--- config.mk ---
export PLATFORM = sky130hd
export DESIGN_NAME = bsg_wormhole_rr_static_merge
export DESIGN_NICKNAME = d
export VERILOG_FILES = /design/src/rtl/bsg_wormhole_rr_static_merge_pkg.sv /design/src/rtl/bsg_wormhole_packet_tracker.sv /design/src/rtl/bsg_wormhole_rr_static_merge.sv
export SDC_FILE = /design/constraint.sdc
export NUM_CORES = 1
export LEC_CHECK = 0
export CELL_PAD_IN_SITES_DETAIL_PLACEMENT = 1
export CELL_PAD_IN_SITES_GLOBAL_PLACEMENT = 1
export CORE_ASPECT_RATIO = 1.1
export CORE_MARGIN = 2
export CORE_UTILIZATION = 20
export CTS_BUF_LIST = sky130_fd_sc_hd__clkbuf_16
export CTS_CLUSTER_DIAMETER = 100
export DETAILED_ROUTE_END_ITERATION = 16
export PLACE_DENSITY = 0.83
export SYNTH_ARGS = -nofsm -noshare
export SYNTH_HDL_FRONTEND = slang
export SYNTH_HIERARCHICAL = 1
export SYNTH_SLANG_ARGS = --single-unit
--- constraint.sdc ---
create_clock -name clk_i -period 4.65 [get_ports clk_i]
set_clock_uncertainty 0.15 [all_clocks]
set_input_delay 0.465 -clock clk_i [delete_from_list [all_inputs] [get_ports clk_i]]
set_output_delay 0.465 -clock clk_i [all_outputs]
set_load 0.01 [all_outputs]
--- src/rtl/bsg_wormhole_rr_static_merge_pkg.sv ---
// Shared wormhole definitions: default widths, header layout and packet-tracker states.
package bsg_wormhole_rr_static_merge_pkg;

    localparam int wh_flit_width_gp = 32;
    localparam int wh_len_width_gp  = 4;
    localparam int wh_cord_width_gp = 8;

    // Header occupies the low bits of a flit: cord first, length directly above it.
    typedef struct packed {
        logic [wh_len_width_gp-1:0]  len;
        logic [wh_cord_width_gp-1:0] cord;
    } wh_header_s;

    typedef enum logic {
        eHeader = 1'b0,
        eBody   = 1'b1
    } wh_state_e;

endpackage

--- src/rtl/bsg_wormhole_packet_tracker.sv ---
// Tracks header/body position within a wormhole packet; strobes on the last flit.
module bsg_wormhole_packet_tracker
    import bsg_wormhole_rr_static_merge_pkg::*;
#(
    parameter int len_width_p = wh_len_width_gp
)
(
    input  logic                   clk_i,
    input  logic                   reset_i,
    input  logic                   xfer_i,
    input  logic [len_width_p-1:0] len_i,
    output logic                   in_packet_o,
    output logic                   last_flit_o
);

    wh_state_e              state_q;
    logic [len_width_p-1:0] cnt_q;

    always_ff @(posedge clk_i) begin
        if (reset_i) begin
            state_q <= eHeader;
            cnt_q   <= '0;
        end else if (xfer_i) begin
            case (state_q)
                eHeader: begin
                    if (len_i != '0) begin
                        cnt_q   <= len_i;
                        state_q <= eBody;
                    end
                end
                eBody: begin
                    cnt_q <= cnt_q - len_width_p'(1);
                    if (cnt_q == len_width_p'(1)) begin
                        state_q <= eHeader;
                    end
                end
                default: state_q <= eHeader;
            endcase
        end
    end

    assign in_packet_o = (state_q == eBody);

    // A zero-length header is itself the last flit of its packet.
    assign last_flit_o = xfer_i & ((state_q == eHeader) ? (len_i == '0)
                                                        : (cnt_q == len_width_p'(1)));

endmodule

--- src/rtl/bsg_wormhole_rr_static_merge.sv ---
// Re-forms one wormhole flit stream from packets striped round-robin across num_in_p links.
module bsg_wormhole_rr_static_merge
    import bsg_wormhole_rr_static_merge_pkg::*;
#(
    parameter int flit_width_p = wh_flit_width_gp,
    parameter int len_width_p  = wh_len_width_gp,
    parameter int cord_width_p = wh_cord_width_gp,
    parameter int num_in_p     = 2
)
(
    input  logic                                   clk_i,
    input  logic                                   reset_i,

    input  logic [num_in_p-1:0]                    in_v_i,
    input  logic [num_in_p-1:0][flit_width_p-1:0]  in_data_i,
    output logic [num_in_p-1:0]                    in_ready_and_o,

    output logic                                   v_o,
    output logic [flit_width_p-1:0]                data_o,
    input  logic                                   ready_and_i,

    output logic [$clog2(num_in_p)-1:0]            ptr_o,
    output logic                                   in_packet_o
);

    localparam int ptr_width_lp = $clog2(num_in_p);

    logic [ptr_width_lp-1:0] ptr_q, ptr_d;
    logic                    sel_v;
    logic [flit_width_p-1:0] sel_data;
    logic                    xfer;
    logic                    last_flit;
    logic                    tracker_in_packet;

    assign sel_v    = in_v_i[ptr_q];
    assign sel_data = in_data_i[ptr_q];

    assign v_o    = sel_v & ~reset_i;
    assign data_o = sel_data;
    assign xfer   = v_o & ready_and_i;

    // Only the selected link ever sees ready, so other links hold their flits.
    always_comb begin
        in_ready_and_o = '0;
        if (!reset_i) begin
            in_ready_and_o[ptr_q] = ready_and_i;
        end
    end

    bsg_wormhole_packet_tracker #(
        .len_width_p(len_width_p)
    ) tracker (
        .clk_i       (clk_i),
        .reset_i     (reset_i),
        .xfer_i      (xfer),
        .len_i       (sel_data[cord_width_p +: len_width_p]),
        .in_packet_o (tracker_in_packet),
        .last_flit_o (last_flit)
    );

    always_comb begin
        ptr_d = ptr_q;
        if (last_flit) begin
            ptr_d = (ptr_q == ptr_width_lp'(num_in_p - 1)) ? '0 : ptr_q + ptr_width_lp'(1);
        end
    end

    always_ff @(posedge clk_i) begin
        if (reset_i) begin
            ptr_q <= '0;
        end else begin
            ptr_q <= ptr_d;
        end
    end

    assign ptr_o       = reset_i ? '0 : ptr_q;
    assign in_packet_o = tracker_in_packet & ~reset_i;

endmodule
* Word level (Yosys, flattened, before mapping)
Index checks and enable logic that the tools add are counted.
Storage, ports and cells: word-level logic and storage cells 35, bits of input ports 69, register bits after elaboration 6, output and inout port bits 37
Cells by class: equal/unequal tests 2, reduce and logical (&&, ||, !) cells 4, bitwise operators 7, magnitude comparators 2, add/subtract/negate cells 2, multiplexer cells 15
Operators by type and width (number):
- 2-to-1 mux 32 bit | 2
- 2-to-1 mux 1 bit | 8
- one-hot mux 4 bit (2 select lines) | 1
- bitwise AND 1 bit | 4
- == test 4 x 1 -> 1 bit, second input constant | 1
- zero test 4 bit | 1
- 2-to-1 mux 4 bit | 1
- nonzero test 4 bit | 1
- subtractor 4 x 1 -> 4 bit, second input constant | 1
- bitwise AND 2 bit | 1
- less-than comparator 1 x 2 -> 1 bit, second input constant | 1
- 2-to-1 mux 2 bit | 1
- != test 2 x 1 -> 1 bit, second input constant | 1
- inverter 1 bit | 2
- one-hot mux 1 bit (2 select lines) | 1
- AND reduction 2 bit | 1
- adder 1 bit, second input constant | 1
- demux 1 bit (select 1 bit) | 1
- >= comparator 1 bit, second input constant | 1
- logical AND 1 bit | 1

* Longest topological paths before layout
Gate-level depths: netlist (run 1).
word-level depth 6, mapped depth 8

* By module
Netlist (run 1), hierarchy kept.
By module, submodules not included:
- bsg_wormhole_rr_static_merge | area each 606.8 um^2, cells each 48, instances 1
- bsg_wormhole_packet_tracker | area each 354.1 um^2, cells each 41, instances 1

* Worst setup path after synthesis (run 1)
OpenSTA, ideal clock, no wires.
kind register to register, from register ptr_q, to register ptr_q, period minus slack after synthesis 2.218 ns, stages on the path, launching flop included 9, arrival time 1.953 ns, required time 4.385 ns, path slack 2.432 ns, path buffers 2, path through dfxtp_1 > buf_6 > buf_12 > mux2_4 > or4_4 > o21ai_0 > and2_1 > xnor2_1 > nor2_1
On the way: word-level cells in the longest chain between the ends 5, elaborated cells on any way between the ends 11, classes of those cells add/sub: 1; mux: 6; bitwise: 3; reduce/logical: 1
RTL lines:
- start: declaration | RTL line bsg_wormhole_rr_static_merge.sv:28 | logic [ptr_width_lp-1:0] ptr_q, ptr_d;
- start signal: assignment | RTL line bsg_wormhole_rr_static_merge.sv:72 | ptr_q <= ptr_d;
- 2-to-1 mux 32 bit (implied by the code) (2 in a row) | RTL line bsg_wormhole_rr_static_merge.sv:36 | assign sel_data = in_data_i[ptr_q];
- via data_o[9] | RTL line bsg_wormhole_rr_static_merge.sv:19 | output logic [flit_width_p-1:0] data_o,
- zero test 4 bit | RTL line bsg_wormhole_packet_tracker.sv:45 | assign last_flit_o = xfer_i & ((state_q == eHeader) ? (len_i == '0)
- 2-to-1 mux 1 bit | RTL line bsg_wormhole_packet_tracker.sv:45
- bitwise AND 1 bit | RTL line bsg_wormhole_packet_tracker.sv:45
- via last_flit | RTL line bsg_wormhole_rr_static_merge.sv:32 | logic last_flit;
The timed path passes the listed nets, and every way through them passes these cells. The select of a mux whose other input is x is not followed. A chain may end at the register's enable or synchronous reset.

* Final worst setup path (run 1)
from register ptr_q, to output port data_o[20]
On the way: word-level cells in the longest chain between the ends 2
RTL lines (RTL line):
- 2-to-1 mux 32 bit (implied by the code) (2 in a row) | bsg_wormhole_rr_static_merge.sv:36
- end: declaration | bsg_wormhole_rr_static_merge.sv:19
No other way between the ends. The select of a mux whose other input is x is not followed.

==> flow_summary.yaml, run 1 <==
run_status:
  outcome: "finished clean"
layout:
  syn2layout_area_growth_pct: 117
  final_common_cell: "clkdlybuf4s50_1"
  nets: 266
  num_antenna_cells: 0
  drive_gt1_share_pct: 20.7
  design_area_um2: 2090
  nFillCells: 544
  final_cell_mix: "105 x clkdlybuf4s50_1, 26 x mux2_4, 7 x mux2_2, 7 x inv_1, 6 x nor2_1"
logic_synthesis:
  syn-cell-area_um2: 961
  synth_cell_types: 29
  yosys.area_share.simple_pct: 12.9
  syn_nets: 160
  synth_xor_area_share_pct: 0.911
  syn-mean-instance-area_um2: 10.8
  yosysSeqAreaShare_pct: 12.5
  synthMuxAreaShare_pct: 49.9
  syn-instance-count: 89
  yosysWarningCount: 6
  synth_compound_area_share_pct: 10.5
  synth_top_family_by_area: "multiplexers"
  ys_ff_latch: 6
  synthAdderAreaFrac_pct: 2.60
floorplanning:
  die_w_um: 70.1
  start_util_pct: 20.7
  num_rows: 26
  core-area_um2: 4650
  dieHeight_um: 76.7
  ios: 106
  dieArea_um2: 5380
setup_path:
  slowest_stage: "dfxtp_2"
  worstSetupPathType: "reg2out"
  arrival_ns: 2.12
  end_kind: "primary output"
  path_cells: "buf_4 > mux2_2 > clkdlybuf4s50_1"
  cpPeakStageDelay_ns: 0.59
  crit_required_ns: 4.03
  cp_max_fo: 23
  reg2reg_slack_ns: 2.26
  critPathLaunchType: "flop"
power_and_ir_drop:
  vdd_ir_drop_max_v: 0.000172
  pwr-share-seq_pct: 16.9
  comb_power_share_pct: 42.4
  p_int_uw: 269
  power.clock.fraction_pct: 40.8
  switching_share_pct: 21.4
  total_leakage_power_uw: 0.000805
  power_switching_uw: 73.0
  power.density_nw_per_um2: 164
global_route:
  grt_usage_pct: 12.9
  grt_pass1_wl_mm: 5.64
  grt-ovfl-total: 0
  antenna_found_initial: 0
  grt_pass1_vias: 1109
  grt_max_degree: 24
route:
  firstDrtPassIters: 3
  wl_mm: 3.73
  ant_nets: 0
  dr.first_iter.drc_count: 17
  drc_errors: 0
  vias: 1123
  routed_via_density: 4.51
  post_drt_wl_per_cell_um: 15.0
clock_network:
  cts_tree: "yes"
  post_cts_buffers: 0
  cts-resized-gates: 0
  clock_sinks: 6
  path_clk_slew_ns: 0.03
  cts.path.max_buffers: 2
  cts-hold-fix-buffers: 0
  h-tree-depth: 1
  insertion_delay_ns: 0.23
  cts-buffers-inserted: 3
  root_buffer: "clkbuf_16"
placement:
  dp_hpwl_mm: 3.13
  gp_congestion: 0.806
  place_area_um2: 2010
  portBuffers: 105
timing:
  setup_viol: 0
  fin_crit_sh_pct: 58.9
  slew-limit-headroom_pct: 68.8
  maxSlewViolCount: 0
  worstMarginPinSlew_ns: 0.466
  min_period_ns: 2.74
  hold_viol: 0
  fmax_mhz: 365
  fin_setup_tns_ns: 0
  rsz0062_at_grt: "false"
hold_path:
  hold_class: "reg2reg"
run:
  maxCapViolations: 0
==> per-stage QoR <==
stage	setup slack [ns]	power [uW]	hold WS (ns)	instances	util (%)
final	1.91	342	0.373	249	44.9
after detailed placement	2.06	204	0.361	246	43.3
after global routing	1.79	358	0.387	249	44.9
after floorplan	2.43	107	0.335	89	-
after global placement	2.09	201	0.354	246	43.3
after CTS	1.87	348	0.368	249	44.9
==> sequential cells by signal, summed over array words and instances, names as in the netlist <==
name and cells:
tracker/in_packet_o 1, ptr_q 1, tracker/cnt_q 4
==> critical path: cells and delay by family, from the launching register on <==
| kind | cells | cell delay (ns) |
|---|---|---|
| buf+inv | 2 | 0.91 |
| flops | 1 | 0.59 |
| mux | 1 | 0.38 |
==> final timing paths <==
path / cells after the start / from / end
worst max-delay path: 3 / ptr_q / data_o[20]
worst min-delay path: 1 / tracker/cnt_q[3] / tracker/cnt_q[3]
worst max register to register: 6 / ptr_q / tracker/cnt_q[0]
worst min register to register: 1 / tracker/cnt_q[3] / tracker/cnt_q[3]
==> cell usage after synthesis <==
cell type | count | area, um^2
buf_6 | 1 | 11.3
mux2_2 | 7 | 78.8
nand2b_1 | 5 | 31.3
o22ai_1 | 1 | 6.26
nor4_2 | 1 | 12.5
mux2_4 | 26 | 390
o211a_1 | 1 | 10.0
nand4bb_1 | 1 | 11.3
and2_1 | 1 | 6.26
buf_12 | 3 | 60.1
nand2_1 | 1 | 3.75
o21ai_0 | 2 | 10.0
o2111ai_1 | 1 | 8.76
buf_2 | 1 | 5.00
nor2_1 | 6 | 22.5
inv_1 | 7 | 26.3
a32o_1 | 2 | 20.0
a21oi_1 | 4 | 20.0
nor3_1 | 1 | 5.00
nor2b_1 | 1 | 6.26
o221ai_1 | 2 | 17.5
nor4_1 | 1 | 6.26
or4_4 | 1 | 11.3
mux2i_1 | 1 | 10.0
nand3b_1 | 1 | 7.51
dfxtp_1 | 6 | 120
ha_1 | 2 | 25.0
a221oi_1 | 1 | 8.76
xnor2_1 | 1 | 8.76
==> per-layer routing <==
| layer | up-vias | track usage, % | part of all wire [%] | wire, um |
|---|---|---|---|---|
| met2 | 57 | 23.8 | 53 | 1960 |
| met4 | 0 | 1.73 | 0 | 0 |
| met3 | 0 | 4.60 | 8.9 | 332 |
| met5 | - | 0 | 0 | 0 |
| li1 | 538 | - | - | - |
| met1 | 528 | 14.5 | 38 | 1440 |
==> final cells by class <==
class / count / area [um^2] / area share, %
multi-input cells: 71 / 738 / 35.3
flip-flops and latches: 6 / 121 / 5.81
repair buffers: 106 / 1060 / 50.7
well taps: 56 / 70.1 / 3.35
clock buffers: 3 / 75.1 / 3.59
inverters: 7 / 26.3 / 1.26
==> logic make-up (layout without fill, tap and decap cells) <==
group                    count (synthesis)  in the layout
multiplexers                            34             34
AND/OR/NAND/NOR                         20             20
flip-flops                               6              6
XOR/XNOR                                 1              1
AO/OA/AOI/OAI                           14             14
buffers and inverters                   12            116
adder cells (fa/ha/maj)                  2              2
==> power by group through the flow <==
stage	combinational [uW]	clock [uW]	sequential, uW
after floorplan	51.2	0	56.0
after global placement	143	0	58.3
after detailed placement	146	0	58.4
after CTS	146	144	57.7
after global routing	154	146	58.1
final	145	139	57.7
Power figures use the tool's default switching activity.
==> run 2, diff against run 1 <==
- CORE_UTILIZATION: 20 -> 17
- PLACE_DENSITY: 0.83 -> 0.75
- clock period: 4.65 -> 2.5 ns (I/O delays scaled with it)
==> flow_summary.yaml, run 2 (synthesis gave the netlist of run 1 again) <==
global_route:
  antenna_found_initial: 0
  grt_max_degree: 24
  grt_pass1_vias: 1126
  grt_pass1_wl_mm: 5.66
  grt-ovfl-total: 0
  grt_usage_pct: 11.9
clock_network:
  root_buffer: "clkbuf_16"
  clock_sinks: 6
  cts_tree: "yes"
  insertion_delay_ns: 0.24
  cts-resized-gates: 0
  cts-buffers-inserted: 3
  cts.path.max_buffers: 2
  path_clk_slew_ns: 0.04
  cts-hold-fix-buffers: 0
  h-tree-depth: 1
  post_cts_buffers: 0
route:
  ant_nets: 0
  dr.first_iter.drc_count: 7
  drc_errors: 0
  routed_via_density: 4.22
  wl_mm: 3.87
  firstDrtPassIters: 4
  vias: 1143
  post_drt_wl_per_cell_um: 14.3
hold_path:
  hold_path_end: "tracker/cnt_q[3]"
  whs_path_depth: 1
  min-delay-start: "tracker/cnt_q[3]"
  hold_class: "reg2reg"
timing:
  whs_ns: 0.374
  rsz0062_at_grt: "false"
  fin_setup_tns_ns: 0
  slew-limit-headroom_pct: 70.7
  fmax_mhz: 430
  maxSlewViolCount: 0
  fin_crit_sh_pct: 93.1
  hold_viol: 0
  setup_viol: 0
  worstMarginPinSlew_ns: 0.438
  min_period_ns: 2.33
run:
  maxCapViolations: 0
layout:
  num_antenna_cells: 0
  nets: 269
  nFillCells: 614
  drive_gt1_share_pct: 21.9
  largest_register_ff_count: 4
  largest-register: "tracker/cnt_q"
  multi_input_area_um2: 738
  final_common_cell: "clkdlybuf4s50_1"
  regArea_um2: 121
  final_cell_mix: "105 x clkdlybuf4s50_1, 26 x mux2_4, 7 x mux2_2, 7 x inv_1, 6 x nor2_1"
  syn2layout_area_growth_pct: 122
setup_path:
  crit_required_ns: 2.10
  r2r_end: "ptr_q"
  reg2reg_slack_ns: 0.37
  arrival_ns: 1.93
  rr_worst_depth: 6
  worstSetupPathType: "reg2out"
  end_kind: "primary output"
  r2r-start: "ptr_q"
  cp_max_fo: 23
  cpPeakStageDelay_ns: 0.49
  critPathLaunchType: "flop"
  slowest_stage: "clkdlybuf4s50_1"
  path_cells: "buf_4 > mux2_2 > clkdlybuf4s50_1"
floorplanning:
  num_rows: 28
  dieHeight_um: 82.9
  die_w_um: 75.7
  ios: 106
  dieArea_um2: 6270
  start_util_pct: 17.7
  core-area_um2: 5430
placement:
  portBuffers: 105
  dp_hpwl_mm: 3.30
  gp_congestion: 0.714
power_and_ir_drop:
  power.density_nw_per_um2: 304
  vdd_ir_drop_max_v: 0.000186
  finalPower_uw: 650
  total_leakage_power_uw: 0.000821
run_status:
  outcome: "finished clean"
-- run 2: final cells by class --
type | instances | area share (%)
inverter | 7 | 1.23
sequential | 6 | 5.68
timing repair buffer | 109 | 50.6
multi-input combinational | 71 | 34.6
clock buffer | 3 | 3.51
tap | 75 | 4.39
-- run 2: worst max-delay path, delay by kind of cell, from the launching register on --
family / cells / cell delay, ns
muxes: 1 / 0.38
buffers and inverters: 2 / 0.88
DFF: 1 / 0.42
-- run 2: layer usage --
layer  vias to the layer above  wire [um]  track usage, %
met2                        65       1920            20.9
li1                        547          -               -
met3                         5        445            4.73
met5                         -          0               0
met4                         0         43            3.35
met1                       526       1460            12.6
-- run 2: worst max path at each step --
| stage | start | to | slack [ns] |
|---|---|---|---|
| finish | ptr_q | data_o[16] | 0.17 |
| global placement | in_data_i[9] | ptr_q | 0.22 |
| detailed placement | in_data_i[9] | ptr_q | 0.17 |
| floorplan | ptr_q | ptr_q | 0.28 |
| CTS | ptr_q | data_o[16] | 0.13 |
| global route | ptr_q | data_o[28] | 0.09 |
-- run 2: power by group --
group | leakage [uW] | switching [uW] | total [uW] | internal [uW]
registers | 0.0000493 | 6.33 | 107 | 100
clock network | 0.0000370 | 65.9 | 272 | 206
logic | 0.000735 | 75.5 | 271 | 196
total | 0.000821 | 148 | 650 | 502
-- run 2: per-stage QoR --
stage	worst slack (ns)	instance area (um^2)	utilization (%)	cells
6_report	0.174	2140	39.3	271
5_1_grt	0.0916	2140	39.3	271
4_1_cts	0.125	2140	39.3	271
3_5_place_dp	0.169	2060	37.9	268
3_3_place_gp	0.225	2060	37.9	268
2_1_floorplan	0.282	961	-	89
==> run 3, diff against run 2 <==
- CELL_PAD_IN_SITES_GLOBAL_PLACEMENT: 1 -> 2
- CORE_UTILIZATION: 17 -> 12
- PLACE_DENSITY: 0.75 -> 0.71
==> flow_summary.yaml, run 3 (synthesis gave the netlist of run 1 again) <==
setup_path:
  worstSetupPathType: "reg2out"
  critPathLaunchType: "flop"
  end_kind: "primary output"
  arrival_ns: 1.87
  rr_worst_depth: 6
  r2r-start: "ptr_q"
  crit_required_ns: 2.10
  reg2reg_slack_ns: 0.35
  r2r_end: "ptr_q"
  cp_max_fo: 16
layout:
  stdcell_count: 305
  largest-register: "tracker/cnt_q"
  design_area_um2: 2180
  largest_register_ff_count: 4
  final_common_cell: "clkdlybuf4s50_1"
  num_antenna_cells: 0
  drive_gt1_share_pct: 22.3
  final_cell_mix: "105 x clkdlybuf4s50_1, 26 x mux2_4, 7 x mux2_2, 7 x inv_1, 6 x nor2_1"
  nets: 270
  syn2layout_area_growth_pct: 127
hold_path:
  whs_path_depth: 1
  min-delay-start: "tracker/cnt_q[3]"
  hold_path_end: "tracker/cnt_q[3]"
  hold_class: "reg2reg"
global_route:
  grt-ovfl-total: 0
  grt_pass1_vias: 1155
  antenna_found_initial: 0
  grt_max_degree: 17
  grt_pass1_wl_mm: 5.54
  grt_usage_pct: 7.94
power_and_ir_drop:
  power.density_nw_per_um2: 294
  total_leakage_power_uw: 0.000826
  power_switching_uw: 140
  switching_share_pct: 21.8
  p_int_uw: 502
  comb_power_share_pct: 42.6
  vdd_ir_drop_max_v: 0.000341
  pwr-share-seq_pct: 16.7
  power.clock.fraction_pct: 40.7
clock_network:
  path_clk_slew_ns: 0.03
  post_cts_buffers: 0
  insertion_delay_ns: 0.23
  cts_tree: "yes"
  root_buffer: "clkbuf_16"
  cts.path.max_buffers: 2
  h-tree-depth: 1
  cts-resized-gates: 0
  clock_sinks: 6
  cts-buffers-inserted: 3
  cts-hold-fix-buffers: 0
placement:
  dp_hpwl_mm: 3.28
  gp_congestion: 0.686
  portBuffers: 105
  place_area_um2: 2110
  dp.cells: 302
timing:
  min_period_ns: 2.27
  fin_crit_sh_pct: 90.9
  rsz0062_at_grt: "false"
  setup_viol: 0
  worstMarginPinSlew_ns: 0.428
  maxSlewViolCount: 0
  slew-limit-headroom_pct: 71.5
  fin_setup_tns_ns: 0
  whs_ns: 0.383
  fmax_mhz: 440
  hold_viol: 0
route:
  wl_mm: 3.93
  post_drt_wl_per_cell_um: 12.9
  firstDrtPassIters: 4
  routed_via_density: 3.72
  ant_nets: 0
  dr.first_iter.drc_count: 10
  vias: 1136
  drc_errors: 0
floorplanning:
  die_w_um: 89.3
  dieHeight_um: 97.9
  core-area_um2: 7830
  num_rows: 34
  start_util_pct: 12.3
  ios: 106
  dieArea_um2: 8740
run_status:
  outcome: "finished clean"
run:
  maxCapViolations: 0
==> run 3: cell types whose count changed in the layout (fill, tap and decap cells not counted) <==
cell	previous run	this run
buf_4	4	5
==> run 3: worst max-delay path: stages (launching register included) <==
cell             delay [ns]
dfxtp_2                0.45
buf_4                  0.33
mux2_2                 0.38
clkdlybuf4s50_1        0.48
==> run 3: metal layers <==
layer	vias to the layer above	routed length, um	track usage [%]
li1	546	-	-
met1	528	1500	8.58
met2	62	1980	15.4
met3	0	442	2.45
met4	0	0	0.344
met5	-	0	0
==> run 3: power by group through the flow <==
| stage | combinational, uW | clock [uW] | sequential [uW] |
|---|---|---|---|
| 6_report | 274 | 261 | 107 |
| 5_1_grt | 292 | 275 | 108 |
| 4_1_cts | 277 | 269 | 107 |
| 3_5_place_dp | 275 | 0 | 108 |
| 3_3_place_gp | 272 | 0 | 108 |
| 2_1_floorplan | 95.2 | 0 | 104 |
==> run 3: area by class of cell <==
class	count	area, um^2
clock buffers	3	75.1
fillers	911	5640
inverters	7	26.3
multi-input cells	71	738
flip-flops and latches	6	121
well taps	108	135
repair buffers	110	1090
==> run 3: worst max-delay path by stage <==
| stage | from | end | slack, ns | cells after the start |
|---|---|---|---|---|
| 2_1_floorplan | ptr_q | ptr_q | 0.28 | 8 |
| 3_3_place_gp | in_data_i[9] | ptr_q | 0.23 | 7 |
| 3_5_place_dp | in_data_i[9] | ptr_q | 0.19 | 7 |
| 4_1_cts | ptr_q | data_o[28] | 0.18 | 3 |
| 5_1_grt | ptr_q | data_o[28] | 0.14 | 3 |
| 6_report | ptr_q | data_o[28] | 0.23 | 3 |
==> run 3: metrics by stage <==
stage	setup slack (ns)	total power, uW	utilization (%)
finish	0.229	642	27.9
global route	0.138	676	27.9
CTS	0.182	653	27.9
detailed placement	0.187	383	27.0
global placement	0.227	380	27.0
floorplan	0.282	199	-
